[src/rtl/fsm_symbol_feeder.sv]
// -----------------------------------------------------------------------------
// fsm_symbol_feeder
// Upstream feeder for a table-driven state machine. A 1-bit serial stream is
// packed MSB-first into 4-bit symbols, which are queued in a small FIFO. A run
// (START) presets the machine to SEED, replays the queued symbols one per clock
// with ENABLE high, then captures the machine's final state into RESULT and
// pulses DONE.
//
// Ports
//   clk        rising-edge clock
//   rst_n      asynchronous active-low reset
//   sdi        serial symbol bit, MSB first
//   sdi_valid  qualifies sdi for one clock
//   seed       state to preset the machine with before a run
//   start      run request, only honoured in IDLE with a non-empty FIFO
//   y          current machine state
//   x          symbol to the machine (registered)
//   enable     machine step enable (registered); 0 makes the machine load preset_y
//   preset_y   preset state to the machine (registered)
//   full       FIFO holds DEPTH symbols
//   empty      FIFO holds no symbols
//   busy       high while in RUN or CAPTURE (registered)
//   done       one-cycle pulse when result is updated (registered)
//   result     final machine state of the last run (registered)
//   overflow   sticky: a completed symbol was dropped on a full FIFO
// -----------------------------------------------------------------------------
module fsm_symbol_feeder #(
  parameter int DEPTH = 8
) (
  input  logic       clk,
  input  logic       rst_n,
  input  logic       sdi,
  input  logic       sdi_valid,
  input  logic [3:0] seed,
  input  logic       start,
  input  logic [3:0] y,
  output logic [3:0] x,
  output logic       enable,
  output logic [3:0] preset_y,
  output logic       full,
  output logic       empty,
  output logic       busy,
  output logic       done,
  output logic [3:0] result,
  output logic       overflow
);

  localparam int CW = $clog2(DEPTH + 1);
  localparam int AW = $clog2(DEPTH);

  typedef enum logic [1:0] {
    ST_IDLE    = 2'd0,
    ST_RUN     = 2'd1,
    ST_CAPTURE = 2'd2
  } state_t;

  state_t          state_q, state_d;
  logic [3:0]      mem_q [DEPTH];
  logic [AW-1:0]   wr_ptr_q, wr_ptr_d;
  logic [AW-1:0]   rd_ptr_q, rd_ptr_d;
  logic [CW-1:0]   occ_q, occ_d;
  logic [CW-1:0]   remain_q, remain_d;
  logic [3:0]      shift_q, shift_d;
  logic [1:0]      bitcnt_q, bitcnt_d;
  logic [3:0]      x_q, x_d;
  logic            enable_q, enable_d;
  logic [3:0]      preset_y_q, preset_y_d;
  logic            busy_q, busy_d;
  logic            done_q, done_d;
  logic [3:0]      result_q, result_d;
  logic            overflow_q, overflow_d;

  logic            full_s;
  logic            empty_s;
  logic            sym_complete_s;
  logic [3:0]      sym_s;
  logic            start_ok_s;
  logic            pop_s;
  logic            push_s;
  logic [3:0]      head_s;

  assign full_s         = (occ_q == CW'(DEPTH));
  assign empty_s        = (occ_q == CW'(0));
  // The 4th valid bit completes a symbol; it is pushed at that same edge.
  assign sym_complete_s = sdi_valid && (bitcnt_q == 2'd3);
  assign sym_s          = {shift_q[2:0], sdi};
  assign start_ok_s     = (state_q == ST_IDLE) && start && !empty_s;
  // REMAIN never exceeds occupancy, so a RUN pop always finds a symbol.
  assign pop_s          = start_ok_s || ((state_q == ST_RUN) && (remain_q != CW'(0)));
  // A pop in the same cycle frees the slot, so a full FIFO can still accept.
  assign push_s         = sym_complete_s && (!full_s || pop_s);
  assign head_s         = mem_q[rd_ptr_q];

  // State register.
  always_ff @(posedge clk or negedge rst_n) begin
    if (!rst_n) begin
      state_q <= ST_IDLE;
    end else begin
      state_q <= state_d;
    end
  end

  // Next-state logic.
  always_comb begin
    state_d = state_q;
    case (state_q)
      ST_IDLE: begin
        if (start_ok_s) begin
          state_d = ST_RUN;
        end else begin
          state_d = ST_IDLE;
        end
      end
      ST_RUN: begin
        if (remain_q == CW'(0)) begin
          state_d = ST_CAPTURE;
        end else begin
          state_d = ST_RUN;
        end
      end
      ST_CAPTURE: begin
        state_d = ST_IDLE;
      end
      default: begin
        state_d = ST_IDLE;
      end
    endcase
  end

  // Output and datapath next values: deserialiser, FIFO bookkeeping, run control.
  always_comb begin
    shift_d    = shift_q;
    bitcnt_d   = bitcnt_q;
    wr_ptr_d   = wr_ptr_q;
    rd_ptr_d   = rd_ptr_q;
    occ_d      = occ_q;
    remain_d   = remain_q;
    x_d        = 4'h0;
    enable_d   = 1'b0;
    preset_y_d = preset_y_q;
    done_d     = 1'b0;
    result_d   = result_q;
    overflow_d = overflow_q;
    busy_d     = (state_d != ST_IDLE);

    if (sdi_valid) begin
      shift_d  = sym_s;
      bitcnt_d = bitcnt_q + 2'd1;
    end else begin
      shift_d  = shift_q;
      bitcnt_d = bitcnt_q;
    end

    if (push_s) begin
      wr_ptr_d = wr_ptr_q + AW'(1);
    end else begin
      wr_ptr_d = wr_ptr_q;
    end

    if (pop_s) begin
      rd_ptr_d = rd_ptr_q + AW'(1);
    end else begin
      rd_ptr_d = rd_ptr_q;
    end

    case ({push_s, pop_s})
      2'b10:   occ_d = occ_q + CW'(1);
      2'b01:   occ_d = occ_q - CW'(1);
      default: occ_d = occ_q;
    endcase

    // Accepting a run clears the sticky flag; a dropped symbol sets it.
    if (start_ok_s) begin
      overflow_d = 1'b0;
    end else if (sym_complete_s && full_s && !pop_s) begin
      overflow_d = 1'b1;
    end else begin
      overflow_d = overflow_q;
    end

    case (state_q)
      ST_IDLE: begin
        if (start_ok_s) begin
          // Snapshot the occupancy now; symbols pushed later wait for the next run.
          x_d        = head_s;
          enable_d   = 1'b1;
          remain_d   = occ_q - CW'(1);
          preset_y_d = preset_y_q;
        end else begin
          x_d        = 4'h0;
          enable_d   = 1'b0;
          remain_d   = remain_q;
          preset_y_d = seed;
        end
      end
      ST_RUN: begin
        if (remain_q != CW'(0)) begin
          x_d      = head_s;
          enable_d = 1'b1;
          remain_d = remain_q - CW'(1);
        end else begin
          x_d      = 4'h0;
          enable_d = 1'b0;
          remain_d = remain_q;
        end
      end
      ST_CAPTURE: begin
        // The machine reloads preset_y at this same edge since enable is low.
        result_d = y;
        done_d   = 1'b1;
      end
      default: begin
        x_d      = 4'h0;
        enable_d = 1'b0;
      end
    endcase
  end

  // Datapath and output registers.
  always_ff @(posedge clk or negedge rst_n) begin
    if (!rst_n) begin
      wr_ptr_q   <= '0;
      rd_ptr_q   <= '0;
      occ_q      <= '0;
      remain_q   <= '0;
      shift_q    <= 4'h0;
      bitcnt_q   <= 2'd0;
      x_q        <= 4'h0;
      enable_q   <= 1'b0;
      preset_y_q <= 4'h0;
      busy_q     <= 1'b0;
      done_q     <= 1'b0;
      result_q   <= 4'h0;
      overflow_q <= 1'b0;
    end else begin
      wr_ptr_q   <= wr_ptr_d;
      rd_ptr_q   <= rd_ptr_d;
      occ_q      <= occ_d;
      remain_q   <= remain_d;
      shift_q    <= shift_d;
      bitcnt_q   <= bitcnt_d;
      x_q        <= x_d;
      enable_q   <= enable_d;
      preset_y_q <= preset_y_d;
      busy_q     <= busy_d;
      done_q     <= done_d;
      result_q   <= result_d;
      overflow_q <= overflow_d;
    end
  end

  // FIFO storage.
  always_ff @(posedge clk or negedge rst_n) begin
    if (!rst_n) begin
      for (int i = 0; i < DEPTH; i++) begin
        mem_q[i] <= 4'h0;
      end
    end else if (push_s) begin
      mem_q[wr_ptr_q] <= sym_s;
    end
  end

  assign x        = x_q;
  assign enable   = enable_q;
  assign preset_y = preset_y_q;
  assign full     = full_s;
  assign empty    = empty_s;
  assign busy     = busy_q;
  assign done     = done_q;
  assign result   = result_q;
  assign overflow = overflow_q;

endmodule

[config.mk]
export PLATFORM = sky130hd
export DESIGN_NAME = fsm_symbol_feeder
export DESIGN_NICKNAME = d
export VERILOG_FILES = /design/src/rtl/fsm_symbol_feeder.sv
export SDC_FILE = /design/constraint.sdc
export NUM_CORES = 1
export LEC_CHECK = 0
export CORE_MARGIN = 4
export CORE_UTILIZATION = 56
export DETAILED_ROUTE_END_ITERATION = 12
export PLACE_DENSITY = 0.81
export SYNTH_ARGS = -nofsm -noshare
export SYNTH_HDL_FRONTEND = slang
export SYNTH_SLANG_ARGS = --single-unit
[constraint.sdc]
create_clock -name clk -period 3.2 [get_ports clk]
set_input_delay 0.48 -clock clk [delete_from_list [all_inputs] [get_ports clk]]
set_output_delay 0.48 -clock clk [all_outputs]
set_load 0.05 [all_outputs]
==> run_results.csv <==
group,metric,value,unit
outcome,status,"completed",
timing,finalCritPeriodShare,83.11,%
global_route,grt_usage,18.97,%
clocking,cts_tree,"yes",
timing,hold_violations,0,
detailed_routing,drc,0,
die,core,5238,µm²
timing,slew_headroom,45.06,%
global_route,overflow,0,
worst_setup_path,critPathMaxStageDelay,0.84,ns
timing,fin_worst_skew,0.01345,ns
clocking,cts_max_level,3,
worst_setup_path,endpoint_kind,"output pin",
timing,fin_crit,2.660,ns
die,dieWidth,82.58,µm
detailed_routing,wl,5562,µm
worst_setup_path,path_delay_family,"buffers and inverters",
synth,ys_ff_latch,68,
placement,hpwl,3989,µm
worst_setup_path,crit_fanout,6,
timing,rsz0062_at_grt,"no",
worst_setup_path,path_class,"reg -> out",
die,die_h,82.58,µm
worst_setup_path,crit_buf_inv,2,
synth,avgSynthCellArea,13.72,µm²
die,rows,26,
clocking,clk_pin_slew,0.08,ns
synth,synthTopCellsByCount,"dfrtp_1, mux2_2, nor2_1",
power_and_ir_drop,power_density,1050,nW/µm²
clocking,cts-root-buf,"clkbuf_8",
synth,ys_seq_area_share,54.64,%
worst_hold_path,hold_path_class,"in -> async",
final_layout,final_area,3701,µm²
synth,synth_largest_area_cell,"dfrtp_1",
flow_run,max-cap-violations,0,
clocking,clk_latency,0.33,ns
worst_setup_path,arrival,2.18,ns
clocking,post_cts_buffers,0,
global_route,first_global_vias,1846,
synth,synth_area_leaders,"dfrtp_1, mux2_2, mux4_2",
synth,ys_types,39,
synth,synthCells,227,
detailed_routing,ant_nets,0,
synth,synth_most_common_cell,"dfrtp_1",
placement,port_buffers,30,
worst_setup_path,path_cells,"inv_1 > ha_1 > nor3b_2 > clkdlybuf4s50_1",
clocking,cts_resized,0,
final_layout,final_util,70.66,%
global_route,antenna_found_initial,0,
final_layout,fillers,347,
detailed_routing,drtIter0Drc,109,
synth,netlist_area,3114,µm²
global_route,grt_max_degree,39,
worst_setup_path,cp.required,2.72,ns
die,fp.dieArea,6819,µm²
placement,routabilityCongestion,0.8333,
power_and_ir_drop,p_leak,1.686,nW
timing,tightestPinTransition,0.8241,ns
final_layout,num_antenna_cells,0,
clocking,numCtsBuffers,9,
synth,syn_nets,248,
synth,yosysWarnings,0,
final_layout,drive_gt1_share,29.81,%
placement,dpl-instance-area,3473,µm²
worst_setup_path,slowest_stage,"clkdlybuf4s50_1",
synth,synth_edf_count,0,
synth,synth.top_cell.area_share,54.64,%
power_and_ir_drop,vdd_drop_max,510.0,µV
synth,synthArstFlopShare,100.0,%
timing,report.final.slew_viol_count,0,
detailed_routing,wl_per_cell,16.60,µm
timing,fmax,0.3760,GHz
die,start_util,59.46,%
timing,setup_viol,0,
synth,ys.flop_type,"dfrtp_1",
clocking,cts_buffer_depth,2,
clocking,cts.sinks,68,
timing,timing.setup.tns,0,ns
global_route,grt_pass1_wl,9453,µm
worst_setup_path,startpoint_type,"flip-flop",
detailed_routing,detailroute.via_count,1875,
detailed_routing,drtPass1Iterations,4,
final_layout,final_nets,281,
die,io_pins,31,
final_layout,syn_to_final_growth,18.84,%
clocking,ctsHoldBuffers,0,
detailed_routing,avgViaCountPerCell,5.597,
worst reg2reg max path: stages (launching register included):
cell,delay (ns)
dfrtp_1,0.41
inv_1,0.09
ha_1,0.15
or3b_2,0.49
a21oi_1,0.45
inv_1,0.15
ha_1,0.29
nand4b_1,0.19
a21oi_1,0.19
xor2_1,0.15
path summary, 6_finish.rpt:
path	slack [ns]	startpoint	end	depth (start not counted)
worst max register to register	0.56	remain_q[0]$_DFFE_PN0P_	occ_q[3]$_DFFE_PN0P_	9
min in group clk	0.47	bitcnt_q[0]$_DFFE_PN0P_	bitcnt_q[0]$_DFFE_PN0P_	1
worst min-delay path	0.25	rst_n	mem_q[12]$_DFFE_PN0P_	1
max in group asynchronous	2.22	rst_n	wr_ptr_q[2]$_DFFE_PN0P_	2
worst max-delay path	0.54	occ_q[0]$_DFFE_PN0P_	empty	4
worst min register to register	0.47	bitcnt_q[0]$_DFFE_PN0P_	bitcnt_q[0]$_DFFE_PN0P_	1
placed cells by master, fill, tap and decap left out, types with 3 or more instances in the layout:
| cell type | Yosys | final |
|---|---|---|
| clkdlybuf4s50_1 | 0 | 29 |
| dfrtp_1 | 68 | 68 |
| mux2_2 | 42 | 42 |
| nor3_1 | 3 | 3 |
| o21ai_0 | 5 | 5 |
| inv_1 | 6 | 6 |
| clkbuf_8 | 0 | 11 |
| nand2b_1 | 3 | 3 |
| mux2i_1 | 5 | 5 |
| mux4_2 | 8 | 8 |
| a21oi_1 | 6 | 6 |
| nor2_1 | 11 | 11 |
| xnor2_1 | 4 | 4 |
| ha_1 | 8 | 8 |
| nand2_1 | 10 | 10 |
| mux2_4 | 4 | 4 |
| xor2_1 | 7 | 7 |
| buf_4 | 0 | 3 |
| nand3_1 | 3 | 3 |
through the flow:
| step | worst slack (ns) | hold WS [ns] | std cells | total power (W) |
|---|---|---|---|---|
| floorplan | 0.1923 | 0.1844 | 227 | 0.002676 |
| global placement | 0.6309 | 0.4599 | 319 | 0.003045 |
| detailed placement | 0.5232 | 0.4628 | 319 | 0.003109 |
| CTS | 0.5274 | 0.2710 | 335 | 0.003909 |
| global route | 0.3860 | 0.3206 | 335 | 0.004138 |
| finish | 0.5403 | 0.2492 | 335 | 0.003887 |
registers in the layout, indices dropped and copies added (netlist names), 4 cells and up:
name      count
result        4
occ_q         4
x             4
remain_q      4
mem_q        32
preset_y      4
power by group:
group	leakage (nW)	switching (W)	internal [W]	total [W]
Clock	0.114	0.000307	0.000484	0.000791
Combinational	0.718	0.000774	0.000770	0.00154
Sequential	0.854	0.000335	0.00122	0.00155
Total	1.69	0.00142	0.00247	0.00389
routing by layer:
metal	vias to the layer above	global-route usage [%]	share of wire, %
li1	886	-	-
met2	42	28.77	48
met3	10	4.447	4.5
met4	0	7.843	1.9
met5	-	0	0
met1	937	26.39	46
final cells by class:
cell class / instances / area [µm²] / area share [%]
clock inverters: 3 / 68.82 / 1.859
repair buffers: 33 / 317.8 / 8.587
clock buffers: 13 / 158.9 / 4.293
well taps: 70 / 87.58 / 2.366
inverters: 6 / 22.52 / 0.6085
multi-input cells: 142 / 1344 / 36.31
flip-flops and latches: 68 / 1702 / 45.98
cell families after synthesis:
| kind of cell | count (synthesis) | synth area share [%] |
|---|---|---|
| AO/OA/AOI/OAI | 15 | 2.813 |
| multiplexers | 59 | 24.51 |
| buffers and inverters | 17 | 2.370 |
| adder cells (fa/ha/maj) | 8 | 3.214 |
| AND/OR/NAND/NOR | 49 | 9.361 |
| flip-flops | 68 | 54.64 |
| XOR/XNOR | 11 | 3.094 |
No activity file was read; power rests on OpenSTA's default activity.
